$ cat src/rtl/spi_master_gen_pkg.sv
// Shared constants for the SPI master: FSM state encodings, default sizes
// and SPI mode encodings ({cpol, cpha}) with small decode helpers.
package spi_master_gen_pkg;

    localparam int DATA_W_DEF = 16;
    localparam int DIV_W_DEF  = 8;

    localparam logic [1:0] ST_IDLE  = 2'd0;
    localparam logic [1:0] ST_SETUP = 2'd1;
    localparam logic [1:0] ST_XFER  = 2'd2;
    localparam logic [1:0] ST_HOLD  = 2'd3;

    typedef enum logic [1:0] {
        IDLE  = ST_IDLE,
        SETUP = ST_SETUP,
        XFER  = ST_XFER,
        HOLD  = ST_HOLD
    } state_t;

    localparam logic [1:0] MODE0 = 2'b00;
    localparam logic [1:0] MODE1 = 2'b01;
    localparam logic [1:0] MODE2 = 2'b10;
    localparam logic [1:0] MODE3 = 2'b11;

    function automatic logic mode_cpol(input logic [1:0] m);
        return (m == MODE2) || (m == MODE3);
    endfunction

    function automatic logic mode_cpha(input logic [1:0] m);
        return (m == MODE1) || (m == MODE3);
    endfunction

endpackage

$ cat src/rtl/spi_clk_prescaler.sv
// SCLK prescaler: produces a registered one-cycle tick every div+1 clk cycles.
// Ports:
//   clk, rst_n  clock and asynchronous active-low reset
//   clear       restart the count; the first tick then lands div+1 cycles later
//   div         terminal count (half-SCLK period minus one)
//   tick        registered enable
module spi_clk_prescaler #(
    parameter int DIV_W = 8
) (
    input  logic             clk,
    input  logic             rst_n,
    input  logic             clear,
    input  logic [DIV_W-1:0] div,
    output logic             tick
);

    logic [DIV_W-1:0] cnt_q, cnt_d;
    logic             tick_q;

    assign cnt_d = (cnt_q == div) ? '0 : cnt_q + 1'b1;

    // The tick is registered one cycle ahead of the count reaching its
    // terminal value so that the consumer acts exactly div+1 edges later.
    always_ff @(posedge clk or negedge rst_n) begin
        if (!rst_n) begin
            cnt_q  <= '0;
            tick_q <= 1'b0;
        end else if (clear) begin
            cnt_q  <= '0;
            tick_q <= (div == '0);
        end else begin
            cnt_q  <= cnt_d;
            tick_q <= (cnt_d == div);
        end
    end

    assign tick = tick_q;

endmodule

$ cat src/rtl/spi_master_gen.sv
// SPI master: one full-duplex DATA_W-bit word per accepted start, MSB first,
// run-time CPOL/CPHA and programmable SCLK rate.
// Ports:
//   clk, rst_n        clock and asynchronous active-low reset
//   start             request, accepted only while busy=0
//   clk_scaler        half-SCLK period = clk_scaler+1 clk cycles
//   cpol, cpha        SPI mode, captured with tx_data on the accepted start
//   tx_data/rx_data   word to send / last word received
//   busy, done        transfer in progress / one-cycle end pulse
//   sclk, cs_n, mosi  registered serial pins; miso serial input
module spi_master_gen
    import spi_master_gen_pkg::*;
#(
    parameter int DATA_W = DATA_W_DEF,
    parameter int DIV_W  = DIV_W_DEF
) (
    input  logic              clk,
    input  logic              rst_n,
    input  logic              start,
    input  logic [DIV_W-1:0]  clk_scaler,
    input  logic              cpol,
    input  logic              cpha,
    input  logic [DATA_W-1:0] tx_data,
    output logic [DATA_W-1:0] rx_data,
    output logic              busy,
    output logic              done,
    output logic              sclk,
    output logic              cs_n,
    output logic              mosi,
    input  logic              miso
);

    localparam int               CNT_W    = $clog2(2 * DATA_W + 1);
    localparam logic [CNT_W-1:0] LAST_TOG = CNT_W'(2 * DATA_W);

    state_t            state_q;
    logic [DATA_W-1:0] shift_q, rx_q;
    logic [CNT_W-1:0]  tog_q, tog_d;
    logic [DIV_W-1:0]  div_q, div_d;
    logic [1:0]        mode_q;
    logic              sclk_q, cs_n_q, mosi_q, busy_q, done_q;
    logic              accept, tick, cpha_c;

    assign accept = start && !busy_q;
    // The prescaler is cleared by the accepting edge, so it must see the
    // new scaler value in that same cycle.
    assign div_d  = accept ? clk_scaler : div_q;
    assign tog_d  = tog_q + 1'b1;
    assign cpha_c = mode_cpha(mode_q);

    spi_clk_prescaler #(
        .DIV_W(DIV_W)
    ) u_prescaler (
        .clk  (clk),
        .rst_n(rst_n),
        .clear(accept),
        .div  (div_d),
        .tick (tick)
    );

    always_ff @(posedge clk or negedge rst_n) begin
        if (!rst_n) begin
            state_q <= IDLE;
            shift_q <= '0;
            rx_q    <= '0;
            tog_q   <= '0;
            div_q   <= '0;
            mode_q  <= MODE0;
            sclk_q  <= 1'b0;
            cs_n_q  <= 1'b1;
            mosi_q  <= 1'b0;
            busy_q  <= 1'b0;
            done_q  <= 1'b0;
        end else begin
            done_q <= 1'b0;
            case (state_q)
                IDLE: begin
                    sclk_q <= cpol;
                    cs_n_q <= 1'b1;
                    mosi_q <= 1'b0;
                    if (accept) begin
                        busy_q  <= 1'b1;
                        cs_n_q  <= 1'b0;
                        mosi_q  <= cpha ? 1'b0 : tx_data[DATA_W-1];
                        shift_q <= tx_data;
                        mode_q  <= {cpol, cpha};
                        div_q   <= clk_scaler;
                        tog_q   <= '0;
                        state_q <= SETUP;
                    end
                end
                // SETUP's tick is toggle 1 (a leading edge), so it shares the
                // edge handling with XFER. Odd toggle counts are leading edges.
                SETUP, XFER: begin
                    if (tick) begin
                        sclk_q <= ~sclk_q;
                        tog_q  <= tog_d;
                        if (tog_d[0]) begin
                            if (cpha_c) mosi_q  <= shift_q[DATA_W-1];
                            else        shift_q <= {shift_q[DATA_W-2:0], miso};
                        end else begin
                            if (cpha_c)                  shift_q <= {shift_q[DATA_W-2:0], miso};
                            else if (tog_d != LAST_TOG) mosi_q  <= shift_q[DATA_W-1];
                        end
                        state_q <= (tog_d == LAST_TOG) ? HOLD : XFER;
                    end
                end
                HOLD: begin
                    if (tick) begin
                        cs_n_q  <= 1'b1;
                        mosi_q  <= 1'b0;
                        busy_q  <= 1'b0;
                        rx_q    <= shift_q;
                        done_q  <= 1'b1;
                        state_q <= IDLE;
                    end
                end
                default: state_q <= IDLE;
            endcase
        end
    end

    assign rx_data = rx_q;
    assign busy    = busy_q;
    assign done    = done_q;
    assign sclk    = sclk_q;
    assign cs_n    = cs_n_q;
    assign mosi    = mosi_q;

endmodule

$ cat config.mk
export PLATFORM = sky130hd
export DESIGN_NAME = spi_master_gen
export DESIGN_NICKNAME = d
export VERILOG_FILES = /design/src/rtl/spi_master_gen_pkg.sv /design/src/rtl/spi_clk_prescaler.sv /design/src/rtl/spi_master_gen.sv
export SDC_FILE = /design/constraint.sdc
export NUM_CORES = 1
export LEC_CHECK = 0
export CORE_AREA = 8 8 85 87
export DETAILED_ROUTE_END_ITERATION = 7
export DIE_AREA = 0 0 93 95
export PLACE_DENSITY = 0.8
export REMOVE_ABC_BUFFERS = 1
export SLEW_MARGIN = 0
export SYNTH_ARGS = -nofsm -noshare
export SYNTH_HDL_FRONTEND = slang
export SYNTH_SLANG_ARGS = --single-unit
$ cat constraint.sdc
create_clock -name clk -period 3.65 [get_ports clk]
set_clock_uncertainty 0.2 [all_clocks]
set_input_delay 0.365 -clock clk [delete_from_list [all_inputs] [get_ports clk]]
set_output_delay 0.365 -clock clk [all_outputs]
set_load 0.01 [all_outputs]
# Yosys cells after proc, flatten, opt, wreduce, memory -nomap -nowiden

Index checks and enable logic that the tools add are counted.

Register bits: 64
Bits in latches: 0
RAM bits: 0
ROM bits: 0
Output and inout port bits: 21
Logic and storage cells: 86
Memories kept: 0

$add $sub $neg: 2
Multiply operators: 0
Divide/modulo/power cells: 0
$lt $le $gt $ge: 0
Eq/ne operators: 17
Shift-type cells: 0
Multiplexer cells: 36
Bitwise logic cells: 1
Reductions and logical operators: 17

Operators by type and width:

| cell                | count |
|---|---|
| $mux 16             | 5 |
| $pmux 16 s2         | 1 |
| $mux 8              | 3 |
| $eq 8x8->1          | 2 |
| $mux 1              | 16 |
| $ne 3x3->1 const B  | 5 |
| $mux 6              | 2 |
| $pmux 6 s2          | 1 |
| $reduce_and 5->1    | 2 |
| $reduce_and 3->1    | 3 |
| $add 8x1->8 const B | 1 |
| $logic_not 8->1     | 1 |
| $reduce_and 2->1    | 4 |
| $add 6x1->6 const B | 1 |
| $eq 2x2->1 const B  | 3 |
| $eq 6x6->1 const B  | 1 |
| $mux 2              | 3 |
| $ne 6x6->1 const B  | 1 |
| $pmux 1 s2          | 3 |
| $pmux 2 s3          | 1 |
| $eq 2x1->1 const B  | 2 |
| $ne 2x1->1 const B  | 2 |
| $reduce_bool 2->1   | 2 |
| $pmux 1 s3          | 1 |
| 7 further kinds     | 7 |

# Logic depth before layout (Yosys ltp)

Depth after elaboration: 7
Depth in mapped cells: 10

# Modules after synthesis

Synthesis repeated with hierarchy kept, for this count alone.

Cell total of the unflattened synthesis: 295
Area, all modules: 3,205.6 um^2

Modules (own cells, without submodules):

| module            | times used | cells an instance | area each (um^2) | sequential area each (um^2) |
|---|---|---|---|---|
| spi_master_gen    | 1          | 215               | 2,497.4          | 1,352.5 |
| spi_clk_prescaler | 1          | 80                | 708.2            | 225.2 |

# Worst setup path after synthesis

Ideal clock, no wire load.

Path type: reg2reg
Start point: register state_q[0]
End point: register shift_q[10]
Setup time: 0.137 ns
Data arrival time: 1.850 ns
Required time: 3.313 ns
Setup slack: 1.463 ns
Cell stages (with the launch flop): 9
Buffers on the path: 2
Clock period less this slack: 2.187 ns
Path through: dfrtp_1 -> inv_1 -> ha_1 -> clkbuf_1 -> o21ai_0 -> nand2_1 -> a21oi_1 -> clkbuf_1 -> a21oi_1

Word-level cells in the longest chain between the ends: 4
Elaborated cells on any way between the ends: 11

Ends and longest elaborated chain:

| what                                                | line                  | RTL |
|---|---|---|
| start: declaration                                  | spi_master_gen.sv:36  | `state_t state_q;` |
| start signal: assignment                            | spi_master_gen.sv:105 | `state_q <= (tog_d == LAST_TOG) ? HOLD : XFER;` |
| $eq 2x1->1 / $eq 2x2->1 (equally long branches)     | spi_master_gen.sv:76  | `case (state_q)` |
| $reduce_or 2->1                                     | spi_master_gen.sv:76  |  |
| $ne 3x3->1 (no source line) (tied with other cells) | --                    |  |
| $reduce_and 5->1 (no source line)                   | --                    |  |
| end signal: assignment                              | spi_master_gen.sv:85  | `shift_q <= tx_data;` |
| end signal: assignment                              | spi_master_gen.sv:100 | `else shift_q <= {shift_q[DATA_W-2:0], miso};` |
| end signal: assignment                              | spi_master_gen.sv:102 | `if (cpha_c) shift_q <= {shift_q[DATA_W-2:0], miso};` |
| end: declaration                                    | spi_master_gen.sv:37  | `logic [DATA_W-1:0] shift_q, rx_q;` |

Several ways; a longest one is shown, not always the timed one.
A chain may end at the register's enable or synchronous reset.

# Final worst setup path

Start point: input port start
End point: register u_prescaler.tick_q (netlist: u_prescaler.tick)

Word-level cells in the longest chain between the ends: 6
Elaborated cells on any way between the ends: 7

Ends and longest elaborated chain:

| what                   | line                    | RTL |
|---|---|---|
| start: declaration     | spi_master_gen.sv:19    | `input logic start,` |
| $logic_and 1x1->1 (*)  | spi_master_gen.sv:44    | `assign accept = start && !busy_q;` |
| $mux 8                 | --                      |  |
| $eq 8x8->1             | spi_clk_prescaler.sv:20 | `assign cnt_d = (cnt_q == div) ? '0 : cnt_q + 1'b1;` |
| $mux 8                 | spi_clk_prescaler.sv:20 |  |
| $eq 8x8->1             | spi_clk_prescaler.sv:33 | `tick_q <= (cnt_d == div);` |
| $mux 1 (*)             | spi_clk_prescaler.sv:28 | `end else if (clear) begin` |
| end signal: assignment | spi_clk_prescaler.sv:30 | `tick_q <= (div == '0);` |
| end signal: assignment | spi_clk_prescaler.sv:33 |  |
| end: declaration       | spi_clk_prescaler.sv:18 | `logic tick_q;` |

Every way passes the cells marked *; elsewhere a longest branch is shown, timed or not.

==> impl_metrics.py <==
metrics = {
    "detailed_routing": {
        "drt_iter0_markers": 185,
        "wl_met3_um": 436,
        "wl_met2_um": 3510,
        "final_antenna_net_count": 0,
        "vias": 2579,
        "wl_per_cell_um": 16.4,
        "drc_errors": 0,
        "drt-met1-wl_um": 3390,
        "top_layer": "met4",
        "avgViaCountPerCell": 5.68,
        "firstDrtPassIters": 4,
        "wirelength_um": 7440,
    },
    "cells_and_area": {
        "multi_input_area_um2": 1620,
        "n_fill_cell": 463,
        "num-nets-final": 409,
        "syn2layout_area_growth_pct": 22.4,
        "ff_latch_area_um2": 1580,
        "drive_gt1_frac": 0.142,
        "fin_util": 0.700,
        "layout_common_cells": "dfrtp_1, clkdlybuf4s50_1, nor2_1, a21oi_1, mux2_2",
        "layout_commonest_cell": "dfrtp_1",
        "diodes": 0,
    },
    "power": {
        "switching_share": 0.374,
        "p_total_mw": 2.60,
        "pwr-share-comb": 0.379,
        "switching_power_uw": 972,
        "p_clk_frac": 0.207,
        "seqPwrFrac": 0.414,
        "p_int_mw": 1.63,
        "power_density_nw_per_um2": 639,
        "leakage_nw": 1.89,
        "irDropWorstVdd_v": 0.000350,
    },
    "setup_path": {
        "startpoint_type": "input pin",
        "crit_top_cell": "mux2i_1",
        "r2r_start": "u_prescaler.cnt_q[0]$_DFF_PN0_",
        "crit_arrival_ns": 2.59,
        "required_ns": 3.69,
        "end_kind": "flip-flop",
        "slowest_stage": "clkdlybuf4s50_1",
        "path_max_fanout": 16,
        "worstPathCellList": "clkdlybuf4s50_1 -> nor2b_1 -> buf_4 -> mux2i_1 -> or4bb_1 -> o31ai_1 -> mux2i_1 -> a221oi_2",
        "r2r_cells": 7,
        "crit_type": "input pin to flip-flop",
        "r2r_setup_slack_ns": 1.23,
        "cpPeakStageDelay_ns": 0.54,
        "worstPathBufferInverterCount": 2,
        "critPathTopFamily": "buffers and inverters",
        "startpoint": "start",
        "r2r_end": "u_prescaler.tick$_DFF_PN0_",
    },
    "sta": {
        "finalHoldViolations": 0,
        "fin_hold_ws_ns": 0.305,
        "setup_viol": 0,
        "period_needed_ns": 2.55,
        "rsz0062_at_grt": "no",
        "finalCritPeriodShare": 0.698,
        "layout_setup_ws_ns": 1.10,
        "tns_ns": 0,
        "max_freq_mhz": 392,
        "relSlewSlack": 0.408,
        "tightest_slew_ns": 0.888,
        "slew_violations": 0,
    },
    "clock_tree": {
        "numCtsBuffers": 9,
        "cts_max_path_buffers": 2,
        "cts_root_buf": "clkbuf_8",
        "insertion_delay_ns": 0.33,
        "post_cts_buffers": 0,
        "cts_tree": "built",
        "h-tree-depth": 3,
        "clk_pin_slew_ns": 0.07,
        "cts.sinks": 63,
    },
    "logic_synthesis": {
        "syn_area_per_cell_um2": 10.3,
        "synth-xor-area-share": 0.0579,
        "synth-compound-area-share": 0.125,
        "synth_top_family_by_area": "multiplexers",
        "synth_mux_area_frac": 0.151,
        "ys.flop_type": "dfrtp_1",
        "synth_seq_cells": 63,
        "ys_warn_count": 0,
        "ys_types": 46,
        "synth_edf_count": 0,
        "synth_area_um2": 3330,
        "syn_inst": 322,
        "synthArstFlopShare": 1.00,
        "synth_fa_ha_area_frac": 0.0188,
        "yosysSeqAreaShare": 0.474,
        "synthSimpleGateAreaFrac": 0.132,
    },
    "run": {
        "cap_violations": 0,
    },
    "die": {
        "die-area_um2": 8840,
        "fp.dieW_um": 93,
        "num_io_pins": 51,
        "rows": 28,
        "core_um2": 5820,
        "die_y_um": 95,
        "initial_core_util": 0.572,
    },
    "place": {
        "globalplace.congestion": 0.896,
        "pre_cts_ws_ns": 0.776,
        "port_buffers": 50,
        "post-dp-hpwl_um": 5440,
    },
    "global_routing": {
        "grt_antenna_before_repair": 0,
        "grt_usage": 0.182,
        "grt_max_degree": 41,
        "grt_pass1_wl_um": 12800,
        "grt_remaining_overflow": 0,
        "grt_pass1_vias": 2643,
    },
    "hold_path": {
        "worstHoldPathCells": 1,
        "hp-class": "flip-flop to flip-flop",
        "hold_end": "rx_data[10]$_DFFE_PN0P_",
        "hold_start": "rx_data[10]$_DFFE_PN0P_",
    },
    "run_status": {
        "run_status": "finished, final reports clean",
    },
}
[synth_stat cells, types with 2 or more instances]
cell / instances / area share
nand4_1: 3 / 0.0056
a31oi_1: 3 / 0.0056
a21oi_1: 25 / 0.038
nand3_1: 11 / 0.017
xnor2_1: 12 / 0.032
nor3_1: 3 / 0.0045
a221oi_1: 3 / 0.0079
o21ai_0: 15 / 0.023
inv_1: 16 / 0.018
mux2_2: 24 / 0.081
dfrtp_1: 62 / 0.47
clkbuf_2: 2 / 0.0030
buf_2: 2 / 0.0030
and3_1: 4 / 0.0075
o31ai_1: 3 / 0.0068
nor2_1: 32 / 0.036
nor2b_1: 7 / 0.013
mux2i_1: 21 / 0.063
nand2_1: 20 / 0.023
a211oi_1: 2 / 0.0045
or4_1: 2 / 0.0045
buf_4: 3 / 0.0068
a221oi_2: 2 / 0.0090
or3_1: 2 / 0.0038
xor2_1: 10 / 0.026
ha_1: 5 / 0.019
clkbuf_1: 7 / 0.0079
o22ai_1: 3 / 0.0056
[flip-flops by register name (all words and copies together), names as in the netlist]
signal             cells
div_q                  8
shift_q               16
u_prescaler.cnt_q      8
rx_data               16
mode_q                 1
mosi                   1
sclk                   1
u_prescaler.tick       1
busy                   1
cs_n                   1
state_q                2
done                   1
tog_q                  6
[worst max path at each step]
stage                            endpoint  slack [ns]  cells after the start
2_1_floorplan      shift_q[0]$_DFFE_PN0P_        0.28                      7
3_3_place_gp   u_prescaler.tick$_DFF_PN0_        0.88                      8
3_5_place_dp   u_prescaler.tick$_DFF_PN0_        0.78                      8
4_1_cts        u_prescaler.tick$_DFF_PN0_        1.10                      8
5_1_grt        u_prescaler.tick$_DFF_PN0_        0.97                      8
6_report       u_prescaler.tick$_DFF_PN0_        1.10                      8
[metrics by stage]
| stage | instances | instance area, um2 |
|---|---|---|
| final | 454 | 4070 |
| after global routing | 454 | 4070 |
| after CTS | 454 | 4070 |
| after detailed placement | 437 | 3880 |
| after global placement | 437 | 3880 |
| after floorplan | 307 | 3250 |
[layer usage]
metal / track usage / up-vias
li1: - / 1244
met1: 0.235 / 1269
met2: 0.286 / 58
met3: 0.0492 / 8
met4: 0.0711 / 0
met5: 0 / -
[cell type report]
cell class,count,share of cell area
Clock buffer,13,0.0390
Inverter,16,0.0148
Timing Repair Buffer,56,0.133
Clock inverter,3,0.00430
Multi-Input combinational cell,228,0.398
Tap cell,75,0.0231
Sequential cell,63,0.388
[power by group through the flow]
stage	sequential (mW)	combinational (mW)	clock [mW]
detailed placement	1.08	0.983	0
finish	1.08	0.986	0.539
global placement	1.08	0.949	0
global route	1.11	1.11	0.587
CTS	1.07	0.994	0.549
floorplan	1.05	0.702	0
[cells by family after synthesis]
group | Yosys count
compound gates | 64
xor+xnor | 22
mux | 46
buf+inv | 31
flops | 63
fa+ha+maj | 5
simple gates | 91
[what timing repair did]
action                    4_1_cts  5_1_grt
hold buffers                    1        0
hold endpoints to repair       38        0
resized for setup               0        0
Power figures use the tool's default switching activity.
